[src/rtl/spi_pkg.sv]
// Shared constants and state encoding for the mode-3 SPI master.
package spi_pkg;

    localparam int unsigned SCLK_DIV_W = 4;
    localparam int unsigned DATA_W     = 16;
    localparam int unsigned CNT_W      = $clog2(DATA_W + 1);

    localparam logic [SCLK_DIV_W-1:0] FRONT_PORCH_LD = 4'b1011;
    localparam logic [SCLK_DIV_W-1:0] SMPL_PT        = 4'b0111;
    localparam logic [SCLK_DIV_W-1:0] SHFT_PT        = 4'b1111;

    typedef enum logic [1:0] {
        IDLE  = 2'd0,
        FRONT = 2'd1,
        SHIFT = 2'd2,
        BACK  = 2'd3
    } state_t;

endpackage

[src/rtl/spi_mnrch.sv]
// 16-bit mode-3 SPI master: one full-duplex transaction per accepted wrt pulse.
module spi_mnrch
    import spi_pkg::*;
(
    input  logic              clk,
    input  logic              rst,
    input  logic              wrt,
    input  logic [DATA_W-1:0] wt_data,
    output logic              done,
    output logic [DATA_W-1:0] rd_data,
    output logic              SS_n,
    output logic              SCLK,
    output logic              MOSI,
    input  logic              MISO
);

    state_t                state_q, state_d;
    logic [SCLK_DIV_W-1:0] div_q, div_d;
    logic [DATA_W-1:0]     shft_q, shft_d;
    logic [CNT_W-1:0]      bit_cnt_q, bit_cnt_d;
    logic                  smpl_q, smpl_d;
    logic                  ss_n_q, ss_n_d;
    logic                  done_q, done_d;

    always_ff @(posedge clk or posedge rst) begin
        if (rst) begin
            state_q   <= IDLE;
            div_q     <= '1;
            shft_q    <= '0;
            bit_cnt_q <= '0;
            smpl_q    <= 1'b0;
            ss_n_q    <= 1'b1;
            done_q    <= 1'b0;
        end else begin
            state_q   <= state_d;
            div_q     <= div_d;
            shft_q    <= shft_d;
            bit_cnt_q <= bit_cnt_d;
            smpl_q    <= smpl_d;
            ss_n_q    <= ss_n_d;
            done_q    <= done_d;
        end
    end

    // Divider free-runs outside IDLE; its MSB is SCLK, so holding it at all ones parks SCLK high.
    always_comb begin
        state_d   = state_q;
        div_d     = SCLK_DIV_W'(div_q + 1'b1);
        shft_d    = shft_q;
        bit_cnt_d = bit_cnt_q;
        smpl_d    = smpl_q;
        ss_n_d    = ss_n_q;
        done_d    = done_q;

        unique case (state_q)
            IDLE: begin
                div_d = '1;
                if (wrt) begin
                    shft_d    = wt_data;
                    ss_n_d    = 1'b0;
                    done_d    = 1'b0;
                    div_d     = FRONT_PORCH_LD;
                    bit_cnt_d = '0;
                    state_d   = FRONT;
                end
            end
            FRONT: begin
                // First SCLK fall carries no shift: MOSI already shows the MSB.
                if (div_q == SHFT_PT) begin
                    state_d = SHIFT;
                end
            end
            SHIFT: begin
                if (div_q == SMPL_PT) begin
                    smpl_d    = MISO;
                    bit_cnt_d = CNT_W'(bit_cnt_q + 1'b1);
                    if (bit_cnt_q == CNT_W'(DATA_W - 1)) begin
                        state_d = BACK;
                    end
                end
                if (div_q == SHFT_PT) begin
                    shft_d = {shft_q[DATA_W-2:0], smpl_q};
                end
            end
            BACK: begin
                // Last shift replaces the divider wrap so SCLK never falls again.
                if (div_q == SHFT_PT) begin
                    shft_d  = {shft_q[DATA_W-2:0], smpl_q};
                    div_d   = '1;
                    ss_n_d  = 1'b1;
                    done_d  = 1'b1;
                    state_d = IDLE;
                end
            end
            default: begin
                state_d = IDLE;
            end
        endcase
    end

    assign SCLK    = div_q[SCLK_DIV_W-1];
    assign MOSI    = shft_q[DATA_W-1];
    assign rd_data = shft_q;
    assign SS_n    = ss_n_q;
    assign done    = done_q;

endmodule

[config.mk]
export PLATFORM = sky130hd
export DESIGN_NAME = spi_mnrch
export DESIGN_NICKNAME = d
export VERILOG_FILES = /design/src/rtl/spi_pkg.sv /design/src/rtl/spi_mnrch.sv
export SDC_FILE = /design/constraint.sdc
export NUM_CORES = 1
export LEC_CHECK = 0
export ABC_AREA = 1
export BUFFER_PORTS_ARGS = -buffer_cell sky130_fd_sc_hd__buf_4
export CORE_UTILIZATION = 45
export CTS_CLUSTER_SIZE = 25
export DETAILED_ROUTE_END_ITERATION = 16
export PLACE_DENSITY_LB_ADDON = 0.12
export SLEW_MARGIN = 20
export SYNTH_ARGS = -nofsm -noshare
export SYNTH_HDL_FRONTEND = slang
export SYNTH_SLANG_ARGS = --single-unit
[constraint.sdc]
create_clock -name clk -period 3.5 [get_ports clk]
set_input_delay 0.7 -clock clk [delete_from_list [all_inputs] [get_ports clk]]
set_output_delay 0.7 -clock clk [all_outputs]
set_load 0.03 [all_outputs]
Yosys cells after proc, flatten, opt, wreduce, memory -nomap -nowiden
Cells that the tools add are included.
W data, S select, Z words.

operators by class
  equality and inequality tests = 12
  reductions and logical operators = 10
  add/subtract/negate cells = 2
  muxes and demuxes = 18

operator list
  kind                   count
  $mux W16               2
  $pmux W16 S2           1
  $mux W2                5
  $mux W5                2
  $ne A2 B2 Y1 const B   5
  $pmux W5 S2            1
  $reduce_and A3 Y1      3
  $pmux W2 S4            1
  $pmux W4 S2            1
  $reduce_bool A2 Y1     3
  $add A5 B1 Y5 const B  1
  $eq A5 B4 Y1 const B   1
  $reduce_and A5 Y1      1
  $add A4 B1 Y4 const B  1
  $eq A2 B2 Y1 const B   2
  $eq A4 B3 Y1 const B   1
  $eq A4 B4 Y1 const B   1
  $mux W4                1
  $mux W3                1
  $eq A2 B1 Y1 const B   1
  $logic_not A2 Y1       1
  $mux W1                2
  $ne A2 B1 Y1 const B   1
  $pmux W1 S2            1
  other kinds (2)        2

word-level totals
  flip-flop bits (word level) = 30
  word-level logic and storage cells = 49
  input bits = 20
  output and inout bits = 20

Longest topological paths before layout
Gate-level depths: netlist of run 1.

  depth in word-level cells = 4
  gate-level depth with buffers = 11
  gate-level depth less buffers = 11

Least setup slack after synthesis of run 1
No wires, ideal clock.

  path kind = reg2reg
  start = register state_q[1]
  end = register shft_q[1], in the netlist rd_data[1]
  slack = 1.854 ns
  data required time = 3.426 ns
  clock period less this slack = 1.646 ns
  stages on the path, launching flop included = 9
  data arrival time = 1.572 ns
  buffers on the path = 2
  library setup time = 0.074 ns
  cells stage by stage = dfrtp_1 > inv_1 > clkbuf_1 > ha_1 > nand2_1 > nand3_4 > buf_6 > nand2_1 > o21ai_2

between the ends
  word-level cells in the longest chain between the ends = 4
  elaborated cells on any way between the ends = 9
  classes of those cells = eq/ne: 4; mux: 1; reduce/logical: 4

ends and longest elaborated chain
  element                                                                     RTL line         source
  from (decl)                                                                 spi_mnrch.sv:17  state_t state_q, state_d;
  from (signal assigned)                                                      spi_mnrch.sv:35  state_q <= state_d;
  $eq A2 B2 Y1                                                                spi_mnrch.sv:55  unique case (state_q)
  $reduce_or A2 Y1 (no source line)                                           n/a
  $ne A2 B1 Y1 (no source line) / $reduce_bool A2 Y1 (equally long branches)  n/a
  $reduce_and A3 Y1 (no source line)                                          n/a
  to (signal assigned)                                                        spi_mnrch.sv:37  shft_q <= shft_d;
  to (decl)                                                                   spi_mnrch.sv:19  logic [DATA_W-1:0] shft_q, shft_d;

Parallel ways exist; a longest one is shown, timed or not.
A chain may end at the register's enable or synchronous reset.

Final worst setup path of run 1
  start = register state_q[1]
  end = register shft_q[12], in the netlist rd_data[12]

Same word-level chain as after synthesis.

==> results of run 1 <==
state kept, by name, indices dropped and copies added, names as in the netlist:
signal and count:
done 1, SS_n 1, rd_data 16, state_q 2, bit_cnt_q 5, div_q 4
smpl_q 1
metrics by stage:
stage | utilization | setup slack [ns] | cell area (µm²) | total power [µW] | std cells
floorplan | - | 1.85 | 1660 | 1540 | 205
global placement | 0.571 | 1.39 | 1970 | 1820 | 284
detailed placement | 0.571 | 1.31 | 1970 | 1830 | 284
CTS | 0.598 | 1.29 | 2060 | 2120 | 292
global route | 0.598 | 0.983 | 2060 | 2310 | 292
finish | 0.598 | 1.33 | 2060 | 2100 | 292
Yosys cell counts (4+ instances only):
| cell | number |
|---|---|
| sky130_fd_sc_hd__o21ai_0 | 21 |
| sky130_fd_sc_hd__inv_1 | 18 |
| sky130_fd_sc_hd__a21oi_1 | 4 |
| sky130_fd_sc_hd__nand4_1 | 5 |
| sky130_fd_sc_hd__dfstp_2 | 5 |
| sky130_fd_sc_hd__ha_1 | 7 |
| sky130_fd_sc_hd__dfrtp_1 | 25 |
| sky130_fd_sc_hd__nor2_1 | 7 |
| sky130_fd_sc_hd__nand2_1 | 70 |
| sky130_fd_sc_hd__o21ai_2 | 9 |
| sky130_fd_sc_hd__nand3_1 | 8 |
| sky130_fd_sc_hd__or2_2 | 12 |
metal layers:
metal	GRT usage	vias to the layer above	part of all wire	wire length (µm)
met4	0.0698	0	0.015	51
met5	0	-	0	0
met1	0.275	665	0.49	1660
li1	-	743	-	-
met2	0.292	36	0.45	1510
met3	0.0566	6	0.043	143
layout make-up:
type / count / area share
clock buffer: 7 / 0.0420
clock inverter: 1 / 0.00243
inverter: 18 / 0.0328
multi-input combinational: 150 / 0.381
sequential: 30 / 0.368
tap: 46 / 0.0280
timing repair buffer: 40 / 0.146
report_power, final:
| group | total [µW] | internal, µW | switching, µW |
|---|---|---|---|
| logic | 1160 | 416 | 743 |
| clock network | 282 | 158 | 124 |
| registers | 654 | 520 | 134 |
how the worst max path moves through the flow:
stage	start	end	cells past startpoint
floorplan	state_q[1]$_DFFE_PP0P_	rd_data[1]$_DFFE_PP0P_	8
global placement	state_q[1]$_DFFE_PP0P_	rd_data[15]$_DFFE_PP0P_	7
detailed placement	state_q[1]$_DFFE_PP0P_	rd_data[13]$_DFFE_PP0P_	7
CTS	state_q[1]$_DFFE_PP0P_	rd_data[13]$_DFFE_PP0P_	7
global route	state_q[1]$_DFFE_PP0P_	rd_data[11]$_DFFE_PP0P_	7
finish	state_q[1]$_DFFE_PP0P_	rd_data[12]$_DFFE_PP0P_	7
cell families (layout without fill, tap and decap cells):
family | Yosys count | count (layout) | share of synthesized area
compound gates | 38 | 38 | 0.137
fa+ha+maj | 7 | 7 | 0.0529
buf+inv | 25 | 66 | 0.0695
flops | 30 | 30 | 0.457
simple gates | 105 | 105 | 0.283
tightest hold or removal path, delay by kind of cell (launching register included):
kind / cells / cell delay, ns
simple gates: 2 / 0.09
flops: 1 / 0.37
placed cells by master (no fill, tap or decap), types with 4 or more instances in the layout:
cell and instances:
sky130_fd_sc_hd__a21oi_1 4, sky130_fd_sc_hd__buf_4 40, sky130_fd_sc_hd__clkbuf_8 6, sky130_fd_sc_hd__dfrtp_1 25
sky130_fd_sc_hd__dfstp_2 5, sky130_fd_sc_hd__ha_1 7, sky130_fd_sc_hd__inv_1 18, sky130_fd_sc_hd__nand2_1 70
sky130_fd_sc_hd__nand3_1 8, sky130_fd_sc_hd__nand4_1 5, sky130_fd_sc_hd__nor2_1 7, sky130_fd_sc_hd__o21ai_0 21
sky130_fd_sc_hd__o21ai_2 9, sky130_fd_sc_hd__or2_2 12
==> summary by stage, run 1 <==
Status
The run finished with clean final reports.

Route
The total length of routed wires is 3.36 mm. The pre-antenna-repair detailed-routing pass consisted of 4 iterations. The count of nets left with antenna violations once routing finished came out at 0. Using the TritonRoute via totals, the vias-per-cell ratio works out to 4.97. The overall via count from detail_route is 1450.

After detailed routing, the number of remaining DRC violations is 0. The final routed wire length divided by cell count is 11.5 µm. The number of design-rule violations left by the first detailed-router iteration is 77.

Clock tree
The number of buffers created by CTS is 5. The H-tree was split into 2 levels. The clock slew at the register clock pins of the worst setup and hold paths is 0.06 ns. The total clock sinks is 30.

The number of setup buffers added after CTS is 0. Post-CTS repair changed the size of 0 cells. CTS placed an instance of sky130_fd_sc_hd__clkbuf_8 at the clock tree root. TritonCTS built the clock tree. After clock tree synthesis, the flow added hold-fix buffers numbering 0.

The largest buffer count on any clock path is 2. For the worst-skew pair, the clock arrives at the later sink with an insertion delay of 0.28 ns.

Placed design
Buffers placed on the I/O ports in this run total 39. The wire-length estimate of the detail-placed layout is 2.46 mm. Routability-driven placement finished with a final weighted congestion of 0.791.

Timing
Setup repair after global routing left no endpoint under its margin. The remaining max-slew budget at the tightest pin is 0.428. The maximum clock frequency is 460 MHz. At the pin with the least slew margin, the transition time is 0.857 ns. The worst hold-check slack is 0.462 ns. The total count of max-transition violations in the final report came to 0. The clock arrives with 0.00477 ns of skew. The minimum clock period is 2.17 ns. The number of setup violations in the final report is 0. The summed negative setup slack over all endpoints is 0 ns. The final worst-path cycle share is 0.621.

The final number of hold-violating endpoints is 0.

Floorplan
The die outline area is 0.00393 mm². The number of cell rows is 21. The boundary pin count is 40. The effective utilization at floorplan is 0.481. The floorplan step defined a core boundary enclosing 0.00344 mm². The floorplan step set the die width to 62.7 µm. The die span in y is 62.7 µm.

Synth
The cell area after synthesis is 0.00166 mm². The post-synthesis register bit count is 30. The average footprint of a synthesized cell is 8.07 µm². The share of flip-flops with an asynchronous set or reset is 1.00. For this run, the register share of the synthesized area comes to 0.457. After technology mapping, the gate count stands at 205. The main flop type after synthesis is sky130_fd_sc_hd__dfrtp_1. By area the synthesized netlist is led by sky130_fd_sc_hd__dfrtp_1 38%, sky130_fd_sc_hd__nand2_1 16%, sky130_fd_sc_hd__dfstp_2 7.9%.

During synthesis, Yosys emitted a total of 0 warnings. When the netlist entered floorplanning its net count stood at 232. Of all cell types, the one taking the most synthesized area is sky130_fd_sc_hd__dfrtp_1.

Counting distinct cell types in the post-synthesis netlist gives 21. The count of flip-flops with a built-in enable after synthesis is 0. The share of synthesized area in the top cell type comes to 0.378.

Setup path
The largest driver fanout on the critical path is 28. Data on the critical path is required at its endpoint by 3.72 ns. The worst path arrival time is 2.39 ns. The worst register-to-register path ends at rd_data[12]$_DFFE_PP0P_. STA classifies the critical path endpoint as a register. The startpoint identified for the worst register-to-register timing path is state_q[1]$_DFFE_PP0P_. Measured in cells, the most critical reg-to-reg path has a length of 7. The cell family with the largest share of critical-path delay is simple AND/OR/NAND/NOR gates. The worst-path cell with the longest stage delay is sky130_fd_sc_hd__dfrtp_1. The worst stage delay on the critical path is 0.60 ns. The reg2reg setup slack is 1.33 ns. The buffering stage count on the worst path with inverters included is 2. The worst setup path category is reg -> reg. Among the stages of the critical path, the cell type that occurs most often is sky130_fd_sc_hd__nand2_1. The worst setup path is launched from a register. Walking the worst path, the cells encountered are inv_1, ha_1, nand2_1, nand3_4, inv_1, nand2_1, nand2_1.

Power
For this design the static power due to leakage is 0.00106 µW. The total power per unit cell area is 1020 mW/mm². The highest ir drop seen on vdd is 0.532 mV.

Layout
The area taken by multi-input logic gates is 783 µm². The post-synthesis to final-layout area growth is 24.3%. The post-layout net count is 272. The area taken by flip-flops and latches is 757 µm². In the final layout, the share of cells above drive strength 1 is 0.309. The number of antenna cells inserted is 0. The filler cells instantiated in the layout total 331.

Global routing
The number of global-route vias before repair came to 1317. The total global-route track usage is 0.198. The sum of overflow across all layers after global routing is 0. The initial antenna violation count is 0.

The first global-routing pass estimated 6.04 mm of wire. The largest net degree at the start of global routing is 29.

Flow run
The number of max-cap violations is 0.

Min path
In this run the most critical hold path is launched from SS_n$_DFFE_PP1P_. The worst hold path terminates at SS_n$_DFFE_PP1P_. The cell count of the worst hold path is 2.

In this run the worst hold path is classified as reg -> reg.
Power figures use the tool's default switching activity.
==> inputs of run 2 (changes only) <==
==> constraint.sdc (replaced) <==
create_clock -name clk -period 2.23 [get_ports clk]
set_input_delay 0.446 -clock clk [delete_from_list [all_inputs] [get_ports clk]]
set_output_delay 0.446 -clock clk [all_outputs]
set_load 0.03 [all_outputs]
==> run 2 against run 1 <==
  * Maximum frequency increased by 22%
  * Die area unchanged
  * Sequential cell count unchanged
  * Worst setup slack got worse by 0.88 ns
  * Sequential power increased by 54%
  * Final cell count increased by 0.34%
  * Highest routed layer unchanged
==> summary by stage, run 2 (synthesis results as in run 1) <==
Power
The total power per unit cell area was 1590 mW/mm² (was 1020 mW/mm²). The highest ir drop seen on vdd is 0.706 mV (was 0.532 mV). The leakage component of the power was 0.00107 µW (was 0.00106 µW).

Clock tree
The hold-fix buffer count after cts is 0 (unchanged). The setup fix buffers added after clock tree synthesis is 0 (unchanged). The largest buffer count on any clock path is 2 (unchanged).

The clock slew at the register clock pins of the worst setup and hold paths is 0.06 ns (about the same). The H-tree depth reported by CTS was 2 (unchanged). The total clock sinks is 30 (unchanged).

The CTS root buffer is sky130_fd_sc_hd__clkbuf_8 (unchanged). The clock tree from TritonCTS is done (unchanged). The latest clock arrival within the worst-skew pair is 0.28 ns (about the same).

The number of buffers created by CTS is 5 (unchanged). The count of instances resized after the clock tree is built is 0 (unchanged).

Timing
The remaining max-slew budget at the tightest pin was 0.739 (was 0.428). RSZ-0062 raised after global routing: false (unchanged). The final worst-path cycle share is 0.800 (was 0.621). The final number of hold-violating endpoints was 0 (unchanged).

The slew at the pin with the worst max-slew slack is 0.392 ns (was 0.857 ns). The maximum clock frequency is 560 MHz (was 460 MHz). The total count of max-transition violations in the final report was 0 (unchanged). The minimum clock period is 1.78 ns (was 2.17 ns).

The clock tree skew after final layout is 0.00571 ns (was 0.00477 ns). The setup slack after layout is 0.445 ns (was 1.33 ns). The number of setup violations in the final report is 0 (unchanged).

The summed negative setup slack over all endpoints is 0 ns (unchanged).

Min path
The class of the worst hold path is in -> async (was reg -> reg).

Global routing
The total global-route track usage is 0.191 (was 0.198). The most utilized layer in the global route result is met2 (unchanged). The sum of overflow across all layers after global routing is 0 (unchanged). The global-route wire length before repair is 5.82 mm (was 6.04 mm). The initial antenna violation count is 0 (unchanged). The number of global-route vias before repair came to 1335 (was 1317). The met2 global-route usage is 0.298 (was 0.292).

The largest net degree at the start of global routing is 31 (was 29). The met3 layer usage reported by global route came to 0.0511 (was 0.0566). The met1 track demand over resource in global routing is 0.251 (was 0.275).

Layout
Commonest cells after routing, fill and taps aside: 70 x sky130_fd_sc_hd__nand2_1, 42 x sky130_fd_sc_hd__buf_4, 25 x sky130_fd_sc_hd__dfrtp_1 (was 70 x sky130_fd_sc_hd__nand2_1, 40 x sky130_fd_sc_hd__buf_4, 25 x sky130_fd_sc_hd__dfrtp_1). The number of flip-flops in the largest register came to 16 (unchanged). The leading cell type in the layout, fill and taps excluded is sky130_fd_sc_hd__nand2_1 (unchanged).

The post-synthesis to final-layout area growth is 24.4% (was 24.3%). The non-filler instance count after layout came to 293 (was 292). The final core utilization was 0.598 (about the same). The area of all placed cells without fillers is 0.00206 mm² (about the same). The number of antenna cells inserted is 0 (unchanged). The post-layout net count is 274 (was 272). The share of final-layout standard cells stronger than drive strength 1 came to 0.316 (was 0.309).

Setup path
CP Cell Sequence: inv_1, ha_1, nand2_1, nand3_4, inv_1, nand2_1, nand2_1 (unchanged). The endpoint required time on the critical path came to 2.45 ns (was 3.72 ns). The dominant cell type by count on the critical path is sky130_fd_sc_hd__nand2_1 (unchanged).

The largest driver fanout on the critical path is 28 (unchanged). The worst-path cell with the longest stage delay is sky130_fd_sc_hd__dfrtp_1 (unchanged). The worst path arrival time came to 2.00 ns (was 2.39 ns). The critical path startpoint category is a register (unchanged). The worst stage delay on the critical path is 0.44 ns (was 0.60 ns). The sort of element at the end of the critical path is a register (unchanged). The worst setup path category is reg -> reg (unchanged).

Floorplan
The boundary pin count is 40 (unchanged). The effective utilization at floorplan was 0.481 (unchanged). The chip width was 62.7 µm (unchanged).

The die span in y is 62.7 µm (unchanged). The core region area is 0.00344 mm² (unchanged). The number of cell rows is 21 (unchanged).

The die outline area is 0.00393 mm² (unchanged).

Placed design
The cell count after placement is 286 (was 284). The placement-stage worst setup slack was 0.461 ns (was 1.31 ns). The final estimated routing congestion in global placement is 0.784 (was 0.791).

The instance area after placement is 0.00198 mm² (was 0.00197 mm²). The half-perimeter wire length of the detailed placement result is 2.45 mm (was 2.46 mm). The number of input and output port buffers inserted came to 39 (unchanged).

Status
Run status: finished clean (unchanged).

Route
The total length of routed wires is 3.35 mm (was 3.36 mm). The via count normalized by instance count is 4.92 (was 4.97). The residual DRC count is 0 (unchanged). The final routed wire length divided by cell count is 11.4 µm (was 11.5 µm). The first-pass iteration count of the detailed router is 4 (unchanged).

The number of nets still failing antenna checks after routing is 0 (unchanged). The number of design-rule violations left by the first detailed-router iteration is 77 (unchanged). The overall via count from detail_route is 1441 (was 1450).

Flow run
The number of max-cap violations came to 0 (unchanged).
-- run 2: cell count changes in the layout (fill, tap and decap cells not counted), sizes merged --
cell	previous run	this run
clkinv	1	2
buf	40	42
clkbuf	7	5
-- run 2: final timing paths --
kind	start	slack (ns)	cells past startpoint	to
max	state_q[1]$_DFFE_PP0P_	0.45	7	rd_data[12]$_DFFE_PP0P_
min	rst	0.24	3	bit_cnt_q[3]$_DFFE_PP0P_
max reg2reg	state_q[1]$_DFFE_PP0P_	0.45	7	rd_data[12]$_DFFE_PP0P_
min reg2reg	SS_n$_DFFE_PP1P_	0.46	2	SS_n$_DFFE_PP1P_
max in group asynchronous	rst	1.67	3	div_q[0]$_DFF_PP1_
min in group clk	MISO	0.39	3	smpl_q$_DFFE_PP0P_
-- run 2: per-stage QoR --
| stage | power [µW] | hold slack [ns] |
|---|---|---|
| 3_5_place_dp | 2900 | 0.454 |
| 6_report | 3280 | 0.241 |
| 5_1_grt | 3590 | 0.273 |
| 2_1_floorplan | 2410 | 0.453 |
| 4_1_cts | 3310 | 0.257 |
| 3_3_place_gp | 2890 | 0.456 |
-- run 2: worst max-delay path, delay by kind of cell, from the launching register on --
| kind | cells | cell delay, ns |
|---|---|---|
| simple gates | 4 | 0.72 |
| flops | 1 | 0.44 |
| buf+inv | 2 | 0.34 |
| fa+ha+maj | 1 | 0.21 |
-- run 2: power breakdown --
group / switching, µW / internal, µW
Sequential: 192 / 816
Clock: 193 / 209
Combinational: 1200 / 674
-- run 2: per-layer routing --
layer  up-vias  share of wire
met5         -              0
met4         0          0.013
met3         6          0.045
met2        27           0.45
met1       669           0.49
li1        739              -
-- run 2: final cells by class --
type | instances | area, µm²
tap | 46 | 57.6
sequential | 30 | 757
fill | 305 | 1380
timing repair buffer | 42 | 315
multi-input combinational | 150 | 783
inverter | 18 | 67.6
clock inverter | 2 | 10.0
clock buffer | 5 | 68.8
==> inputs of run 3 (changes only) <==
==> constraint.sdc (replaced) <==
create_clock -name clk -period 1.8 [get_ports clk]
set_input_delay 0.36 -clock clk [delete_from_list [all_inputs] [get_ports clk]]
set_output_delay 0.36 -clock clk [all_outputs]
set_load 0.03 [all_outputs]
==> run 3 against run 2 <==
  * Sequential cell count stayed put
  * Count of clock-buffer cells in the layout is 3 higher
  * Final cell count is 1.4% higher
  * Global-route usage is 0.55 points higher
  * Critical path depth stayed put
  * First-iteration DRC count is 42% higher
  * Sequential power is 25% higher
  * Clock power is 36% higher
  * Power is 28% higher
  * Die area stayed put
  * Maximum frequency is 13% higher
  * Largest power group unchanged
==> summary by stage, run 3 (synthesis results as in run 1) <==
Power
The part of the power in the clock network was 0.130 (was 0.122). The switching component of the power was 1970 µW (was 1580 µW). The highest ir drop seen on vdd is 1.04 mV (was 0.706 mV). The leakage component of the power is 0.00109 µW (was 0.00107 µW). The share of total power in sequential cells is 0.299 (was 0.307).

The proportion of total power due to net switching came to 0.467 (was 0.482). The total power per unit cell area is 1990 mW/mm² (was 1590 mW/mm²). The combinational fraction of design power was 0.571 (about the same).

The internal power is 2240 µW (was 1700 µW).

Clock tree
The hold-fix buffer count after cts is 0 (unchanged). The number of buffers created by CTS was 5 (unchanged). The count of instances resized after the clock tree is built is 0 (unchanged). The largest buffer count on any clock path came to 2 (unchanged).

The H-tree depth reported by CTS is 2 (unchanged). The clock tree from TritonCTS was done (unchanged). The setup fix buffers added after clock tree synthesis is 0 (unchanged). The latest clock arrival within the worst-skew pair is 0.28 ns (about the same). The CTS root buffer is sky130_fd_sc_hd__clkbuf_8 (unchanged). The total clock sinks is 30 (unchanged). The clock slew at the register clock pins of the worst setup and hold paths is 0.06 ns (about the same).

Layout
The number of flip-flops in the largest register came to 16 (unchanged). The post-synthesis to final-layout area growth is 28.0% (was 24.4%). The number of antenna cells inserted is 0 (unchanged). The final core utilization is 0.615 (was 0.598). Commonest cells after routing, fill and taps aside: 70 x sky130_fd_sc_hd__nand2_1, 43 x sky130_fd_sc_hd__buf_4, 25 x sky130_fd_sc_hd__dfrtp_1 (was 70 x sky130_fd_sc_hd__nand2_1, 42 x sky130_fd_sc_hd__buf_4, 25 x sky130_fd_sc_hd__dfrtp_1). The share of final-layout standard cells stronger than drive strength 1 was 0.319 (was 0.316).

The leading cell type in the layout, fill and taps excluded is sky130_fd_sc_hd__nand2_1 (unchanged). The post-layout net count is 277 (was 274).

Timing
The summed negative setup slack over all endpoints is 0 ns (unchanged). The remaining max-slew budget at the tightest pin came to 0.678 (was 0.739). RSZ-0062 raised after global routing: false (unchanged). The final worst-path cycle share was 0.878 (was 0.800). The number of setup violations in the final report is 0 (unchanged).

The final number of hold-violating endpoints is 0 (unchanged). The clock tree skew after final layout is 0.00915 ns (was 0.00571 ns). The slew at the pin with the worst max-slew slack was 0.483 ns (was 0.392 ns). The minimum clock period is 1.58 ns (was 1.78 ns). The maximum clock frequency is 633 MHz (was 560 MHz). The total count of max-transition violations in the final report is 0 (unchanged).

Global routing
The largest net degree at the start of global routing is 24 (was 31). The total global-route track usage was 0.197 (was 0.191). The sum of overflow across all layers after global routing is 0 (unchanged). The global-route wire length before repair is 5.99 mm (was 5.82 mm). The initial antenna violation count is 0 (unchanged). The number of global-route vias before repair is 1355 (was 1335).

Route
The residual DRC count is 0 (unchanged). The final routed wire length divided by cell count came to 11.1 µm (was 11.4 µm). The first-pass iteration count of the detailed router is 4 (unchanged). The total length of routed wires is 3.30 mm (was 3.35 mm). The number of design-rule violations left by the first detailed-router iteration was 109 (was 77). The overall via count from detail_route is 1431 (was 1441). The via count normalized by instance count is 4.82 (was 4.92).

The number of nets still failing antenna checks after routing is 0 (unchanged).

Setup path
The sort of element at the end of the critical path was a register (unchanged). CP Cell Sequence: ha_1, nand3_2, nand2_2, nand3_4, buf_12, nand2_1, o21ai_2 (was inv_1, ha_1, nand2_1, nand3_4, inv_1, nand2_1, nand2_1). The worst path arrival time came to 1.74 ns (was 2.00 ns). The depth of the worst register-to-register path is 7 (unchanged). The critical path startpoint category is a register (unchanged). The largest driver fanout on the critical path is 23 (was 28). The worst-path cell with the longest stage delay is sky130_fd_sc_hd__dfstp_2 (was sky130_fd_sc_hd__dfrtp_1). The worst flop-to-flop path endpoint is rd_data[8]$_DFFE_PP0P_ (was rd_data[12]$_DFFE_PP0P_). The worst stage delay on the critical path came to 0.55 ns (was 0.44 ns). The worst setup path category was reg -> reg (unchanged). The endpoint required time on the critical path is 1.96 ns (was 2.45 ns). The worst reg2reg path startpoint is div_q[0]$_DFF_PP1_ (was state_q[1]$_DFFE_PP0P_).

The reg2reg setup slack was 0.22 ns (was 0.45 ns).

Flow run
The number of max-cap violations is 0 (unchanged).

Floorplan
The boundary pin count is 40 (unchanged). The effective utilization at floorplan was 0.481 (unchanged). The chip width is 62.7 µm (unchanged).

The number of cell rows is 21 (unchanged). The die outline area came to 0.00393 mm² (unchanged). The core region area is 0.00344 mm² (unchanged). The die span in y is 62.7 µm (unchanged).

Placed design
The number of input and output port buffers inserted is 39 (unchanged). The final estimated routing congestion in global placement is 0.751 (was 0.784). The half-perimeter wire length of the detailed placement result is 2.49 mm (was 2.45 mm).

Status
Run status: finished clean (unchanged).

Min path
The class of the worst hold path is in -> async (unchanged).
[run 3: layout make-up]
type,instances,area [µm²]
clock buffer,8,90.1
timing repair buffer,45,363
inverter,18,67.6
sequential,30,757
multi-input combinational,150,783
fill,329,1320
tap,46,57.6
[run 3: critical path: cells and delay by family (launching register included)]
kind,cells,cell delay (ns)
simple gates,4,0.44
buf+inv,1,0.19
flops,1,0.55
fa+ha+maj,1,0.23
compound gates,1,0.05
[run 3: routing by layer]
metal  routed length [µm]  vias to the layer above  track usage
li1                     -                      747            -
met4                   63                        0       0.0959
met3                  167                        7       0.0474
met1                 1600                      639        0.254
met5                    0                        -            0
met2                 1470                       38        0.307
[run 3: power by group through the flow]
stage	logic (µW)	registers, µW	clock network [µW]
3_3_place_gp	2400	1270	0
2_1_floorplan	1380	1610	0
5_1_grt	2710	1310	598
4_1_cts	2430	1260	565
3_5_place_dp	2420	1270	0
6_report	2410	1260	547
[run 3: worst max path at each step]
stage / endpoint / cells after the start / startpoint / slack, ns
floorplan: rd_data[1]$_DFFE_PP0P_ / 8 / state_q[1]$_DFFE_PP0P_ / 0.15
global placement: rd_data[4]$_DFFE_PP0P_ / 7 / div_q[0]$_DFF_PP1_ / 0.24
detailed placement: rd_data[7]$_DFFE_PP0P_ / 7 / div_q[0]$_DFF_PP1_ / 0.23
CTS: rd_data[8]$_DFFE_PP0P_ / 7 / div_q[0]$_DFF_PP1_ / 0.22
global route: state_q[0]$_DFFE_PP0P_ / 9 / state_q[1]$_DFFE_PP0P_ / 0.09
finish: rd_data[8]$_DFFE_PP0P_ / 7 / div_q[0]$_DFF_PP1_ / 0.22
[run 3: through the flow]
step           cell area [µm²]  hold slack (ns)  setup slack, ns  total power (µW)  instances
2_1_floorplan             1660            0.447            0.154              2990        205
3_3_place_gp              2030            0.416            0.241              3670        289
3_5_place_dp              2030            0.417            0.226              3690        289
4_1_cts                   2120            0.114            0.222              4250        297
5_1_grt                   2120            0.139           0.0870              4610        297
6_report                  2120           0.0983            0.220              4210        297
